===== config.mk =====
export PLATFORM = sky130hd
export DESIGN_NAME = nor_bist_seq
export DESIGN_NICKNAME = d
export VERILOG_FILES = /design/src/rtl/nor_bist_pkg.sv /design/src/rtl/nor_bist_settle_cnt.sv /design/src/rtl/nor_bist_seq.sv
export SDC_FILE = /design/constraint.sdc
export NUM_CORES = 1
export LEC_CHECK = 0
export CAP_MARGIN = 30
export CORE_MARGIN = 3
export CORE_UTILIZATION = 43
export DETAILED_ROUTE_END_ITERATION = 12
export PLACE_DENSITY = 0.77
export SLEW_MARGIN = 10
export SYNTH_ARGS = -nofsm -noshare
export SYNTH_HDL_FRONTEND = slang
export SYNTH_SLANG_ARGS = --single-unit

===== constraint.sdc =====
create_clock -name clk -period 1.2 [get_ports clk]
set_input_delay 0.24 -clock clk [delete_from_list [all_inputs] [get_ports clk]]
set_output_delay 0.24 -clock clk [all_outputs]
set_load 0.03 [all_outputs]

===== src/rtl/nor_bist_pkg.sv =====
// nor_bist_pkg: state encodings, vector count and reference NOR shared by the BIST sequencer
package nor_bist_pkg;
   localparam logic [2:0] S_IDLE   = 3'd0;
   localparam logic [2:0] S_DRIVE  = 3'd1;
   localparam logic [2:0] S_WAIT   = 3'd2;
   localparam logic [2:0] S_SAMPLE = 3'd3;
   localparam logic [2:0] S_DONE   = 3'd4;
   localparam int NUM_VEC = 4;
   function automatic logic exp_nor(input logic a, input logic b);
      return ~(a | b);
   endfunction
endpackage


===== src/rtl/nor_bist_settle_cnt.sv =====
// nor_bist_settle_cnt: loadable down-counter with zero flag timing the settle window
module nor_bist_settle_cnt #(
   parameter int W = 1
) (
   input  logic         clk,
   input  logic         rst,
   input  logic         load,
   input  logic         dec,
   input  logic [W-1:0] load_val,
   output logic         zero
);
   logic [W-1:0] cnt_q, cnt_d;
   // load wins over decrement; otherwise hold
   always_comb cnt_d = load ? load_val : dec ? cnt_q - W'(1) : cnt_q;
   // counter register
   always_ff @(posedge clk) cnt_q <= rst ? '0 : cnt_d;
   assign zero = cnt_q == '0;
endmodule


===== src/rtl/nor_bist_seq.sv =====
// nor_bist_seq: NOR gate self-test sequencer; NOR_BIST_FAIL_CAPTURE_EN adds first-fail capture outputs
module nor_bist_seq
   import nor_bist_pkg::*;
#(
   parameter int SETTLE = 2
) (
   input  logic       clk,
   input  logic       rst,
   input  logic       start,
   input  logic       Y,
   output logic       A,
   output logic       B,
   output logic       busy,
   output logic       done,
   output logic       pass,
   output logic [2:0] err_cnt
`ifdef NOR_BIST_FAIL_CAPTURE_EN
   ,
   output logic       first_fail_vld,
   output logic [1:0] first_fail_vec
`endif
);
   localparam int CW = ($clog2(SETTLE + 1) < 1) ? 1 : $clog2(SETTLE + 1);
   logic [2:0] state_q, state_d;
   logic [1:0] vec_q, vec_d;
   logic       a_q, a_d, b_q, b_d, busy_q, busy_d, done_q, done_d, pass_q, pass_d;
   logic [2:0] err_q, err_d;
   logic       cnt_zero, mis, last_vec;
`ifdef NOR_BIST_FAIL_CAPTURE_EN
   logic       ff_vld_q, ff_vld_d;
   logic [1:0] ff_vec_q, ff_vec_d;
`endif
   nor_bist_settle_cnt #(.W(CW)) u_cnt (
      .clk      (clk),
      .rst      (rst),
      .load     (state_q == S_DRIVE),
      .dec      (state_q == S_WAIT && !cnt_zero),
      .load_val (CW'(SETTLE - 1)),
      .zero     (cnt_zero)
   );
   // X/Z on Y must count as a mismatch, hence the case-equality test
   assign mis      = (Y === exp_nor(a_q, b_q)) ? 1'b0 : 1'b1;
   assign last_vec = vec_q == 2'(NUM_VEC - 1);
   // state register
   always_ff @(posedge clk) state_q <= rst ? S_IDLE : state_d;
   // next-state: one DRIVE/WAIT/SAMPLE pass per vector, then a single DONE cycle
   always_comb begin
      state_d = state_q;
      case (state_q)
         S_IDLE:   state_d = start ? S_DRIVE : S_IDLE;
         S_DRIVE:  state_d = S_WAIT;
         S_WAIT:   state_d = cnt_zero ? S_SAMPLE : S_WAIT;
         S_SAMPLE: state_d = last_vec ? S_DONE : S_DRIVE;
         S_DONE:   state_d = S_IDLE;
         default:  state_d = S_IDLE;
      endcase
   end
   // datapath/outputs: vectors, mismatch accounting and run status
   always_comb begin
      vec_d  = vec_q;
      a_d    = a_q;
      b_d    = b_q;
      busy_d = busy_q;
      done_d = done_q;
      pass_d = pass_q;
      err_d  = err_q;
`ifdef NOR_BIST_FAIL_CAPTURE_EN
      ff_vld_d = ff_vld_q;
      ff_vec_d = ff_vec_q;
`endif
      case (state_q)
         S_IDLE: if (start) begin
            vec_d  = '0;
            busy_d = 1'b1;
            done_d = 1'b0;
            pass_d = 1'b0;
            err_d  = '0;
`ifdef NOR_BIST_FAIL_CAPTURE_EN
            ff_vld_d = 1'b0;
            ff_vec_d = '0;
`endif
         end
         S_DRIVE: begin
            a_d = vec_q[1];
            b_d = vec_q[0];
         end
         S_SAMPLE: begin
            err_d = err_q + {2'b00, mis};
            vec_d = last_vec ? vec_q : vec_q + 2'd1;
`ifdef NOR_BIST_FAIL_CAPTURE_EN
            if (mis && !ff_vld_q) begin
               ff_vld_d = 1'b1;
               ff_vec_d = {a_q, b_q};
            end
`endif
         end
         S_DONE: begin
            busy_d = 1'b0;
            done_d = 1'b1;
            pass_d = err_q == '0;
         end
         default: ;
      endcase
   end
   // datapath registers, all cleared by reset
   always_ff @(posedge clk) begin
      if (rst) begin
         vec_q  <= '0;
         a_q    <= 1'b0;
         b_q    <= 1'b0;
         busy_q <= 1'b0;
         done_q <= 1'b0;
         pass_q <= 1'b0;
         err_q  <= '0;
`ifdef NOR_BIST_FAIL_CAPTURE_EN
         ff_vld_q <= 1'b0;
         ff_vec_q <= '0;
`endif
      end else begin
         vec_q  <= vec_d;
         a_q    <= a_d;
         b_q    <= b_d;
         busy_q <= busy_d;
         done_q <= done_d;
         pass_q <= pass_d;
         err_q  <= err_d;
`ifdef NOR_BIST_FAIL_CAPTURE_EN
         ff_vld_q <= ff_vld_d;
         ff_vec_q <= ff_vec_d;
`endif
      end
   end
   assign A       = a_q;
   assign B       = b_q;
   assign busy    = busy_q;
   assign done    = done_q;
   assign pass    = pass_q;
   assign err_cnt = err_q;
`ifdef NOR_BIST_FAIL_CAPTURE_EN
   assign first_fail_vld = ff_vld_q;
   assign first_fail_vec = ff_vec_q;
`endif
endmodule


==> impl_metrics.tcl <==
set metrics [dict create \
    final_core_util 0.7418 \
    cp_common_cell "xor2_1" \
    hold_depth 2 \
    start_util 0.4969 \
    async_reset_ff_frac 0 \
    drt_iter0_drc 12 \
    cp-end-kind "register" \
    ys_types 27 \
    r2r_cells 7 \
    crit_chain "nor2_4, xor2_1, ha_2, ha_4, nand4b_1, xor2_1, nor2_1" \
    hp-class "register to register" \
    groute.usage.overall 0.1657 \
    rows 13 \
    core_area_sq_um 1415 \
    startpoint_type "register" \
    drc_errors 0 \
    grt_max_degree 10 \
    cp.arrival_ns 1.60 \
    timing.rr.end "err_cnt[2]" \
    peakVddDrop_uv 735.5 \
    path_class "register to register" \
    fmax_ghz 0.7202 \
    grt-ovfl-total 0 \
    ys_seq_elements 15 \
    synth_area_per_cell_sq_um 9.633 \
    fin_tns_setup_ns -0.3706 \
    required_ns 1.41 \
    antenna_left 0 \
    dp_slack_ns -0.4122 \
    power_leakage_uw 0.0004369 \
    drive_gt1_frac 0.5049 \
    hold_viol_final 0 \
    antenna_found_initial 0 \
    slew_viol_final 0 \
    grt_pass1_vias 640 \
    dpl.hpwl_mm 1.119 \
    detail_route.wl_per_cell_um 12.75 \
    path_max_fanout 2 \
    slew-limit-headroom 0.8387 \
    vias 637 \
    via_per_inst 5.398 \
    grt_pass1_wl_mm 2.580 \
    area_growth_pct 49.29 \
    die_area_sq_um 2157 \
    ys_seq_area_frac 0.4270 \
    post_synth_instance_area_sq_um 703.2 \
    num_antenna_cells 0 \
    routabilityCongestion 0.7665 \
    status "finished with violations" \
    violations "setup timing" \
    r2r_start "B" \
    final_cell_mix "buf_4 (25), nor2_1 (7), dfxtp_1 (6)" \
    layout_setup_ws_ns -0.1886 \
    min_from "done" \
    finalWirelength_mm 1.505 \
    fin_crit_ns 1.389 \
    hold_end "done" \
    clk_pin_slew_worst_paths_ns 0.09 \
    crit_start "B" \
    htree_levels 1 \
    cp_slowest_stage_delay_ns 0.36 \
    cts_root_buffer "clkbuf_4" \
    clockBufferDepth 2 \
    fp.dieW_um 46.44 \
    firstDrtPassIters 3 \
    post-route-period-util 1.157 \
    clock-sinks 15 \
    rrSetupSlack_ns -0.19 \
    cts_buffers 3 \
    placement.io_buffers 11 \
    final_nets 112 \
    drv_cap 0 \
    ioPinCount 12 \
    worst_pin_slew_ns 0.2417 \
    die_height_um 46.44 \
    crit_path_top_delay_cell "dfxtp_4" \
    synthFlopType "dfxtp_1" \
    syn-num-nets 81 \
    rsz0062_at_grt "true" \
    mostFrequentLayoutCell "buf_4" \
    powerDensity_nw_per_um2 1052 \
    synth_cells 73 \
    yosysWarningCount 0 \
    finalSetupViolCount 4 \
    synth_edf_count 0 \
    cts_tree "built" \
    clk_latency_ns 0.28 \
    finalClockSkew_ns 0.005667 \
]
[critical path, delay by kind of cell, from the launching register on]
kind	cells	cell delay (ns)
AND/OR/NAND/NOR	3	0.29
XOR/XNOR	2	0.34
flip-flops	1	0.36
adder cells (fa/ha/maj)	2	0.33
[state kept, by name, indices dropped and copies added (netlist names)]
register     cells
vec_q            2
done             1
u_cnt.cnt_q      2
state_q          3
B                1
A                1
err_cnt          3
pass             1
busy             1
[worst max-delay path by stage]
stage | endpoint | slack (ns) | cells past startpoint
final | err_cnt[2] | -0.19 | 7
after global routing | err_cnt[2] | -0.29 | 7
after CTS | err_cnt[2] | -0.17 | 7
after detailed placement | err_cnt[1] | -0.41 | 6
after global placement | err_cnt[2] | -0.39 | 7
after floorplan | err_cnt[1] | -0.11 | 6
[stage by stage]
stage               instances  cell area [sq um]  power [uW]  hold slack, ns
CTS                       118              999.7        1092          0.4781
finish                    118               1050        1105          0.4736
floorplan                  73              713.2       692.8          0.4246
detailed placement        113              930.9       785.0          0.4578
global placement          113              930.9       777.6          0.4512
global route              118               1050        1179          0.5152
[cells in the mapped netlist (all sizes together) (2+ instances only)]
cell type  count  area share
nor2           8       0.043
mux2i          4       0.057
dfxtp         15        0.43
o21ai          5       0.036
ha             4       0.071
xor2           2       0.025
a21oi          2       0.014
nor3           5       0.036
nor3b          3       0.039
o32ai          2       0.025
inv            5       0.027
buf            2       0.021
nand2          3       0.016
[where the power goes]
part	leakage, uW	switching (uW)	total [uW]	internal (uW)
clock	0.0000150	154	283	129
combinational	0.000295	122	272	150
sequential	0.000127	30.4	549	519
total	0.000437	307	1100	797
[area by class of cell]
class                      instances  area [sq um]
timing repair buffer              29         229.0
multi-input combinational         50         435.4
tap                               15         18.77
inverter                           5         18.77
fill                             103         365.4
clock buffer                       4         26.28
sequential                        15         321.6
[layer usage]
layer,global-route usage,part of all wire
met3,0.04688,0.045
met2,0.3049,0.52
met5,0,0
met4,0.03409,0
met1,0.1863,0.43
[logic make-up after synthesis]
| logic type | Yosys count | synth area share |
|---|---|---|
| AO/OA/AOI/OAI | 12 | 0.1121 |
| multiplexers | 5 | 0.07295 |
| buffers and inverters | 8 | 0.05337 |
| AND/OR/NAND/NOR | 26 | 0.2260 |
| adder cells (fa/ha/maj) | 4 | 0.07118 |
| flip-flops | 15 | 0.4270 |
| XOR/XNOR | 3 | 0.03737 |
[timing repair]
item | in CTS | in global routing
hold buffers | 0 | 0
buffers inserted | 1 | 0
pin swaps | 1 | 3
cloned | 0 | 0
gates resized for setup | 9 | 16
endpoints found under the setup margin | 8 | 9
Power figures use the tool's default switching activity.
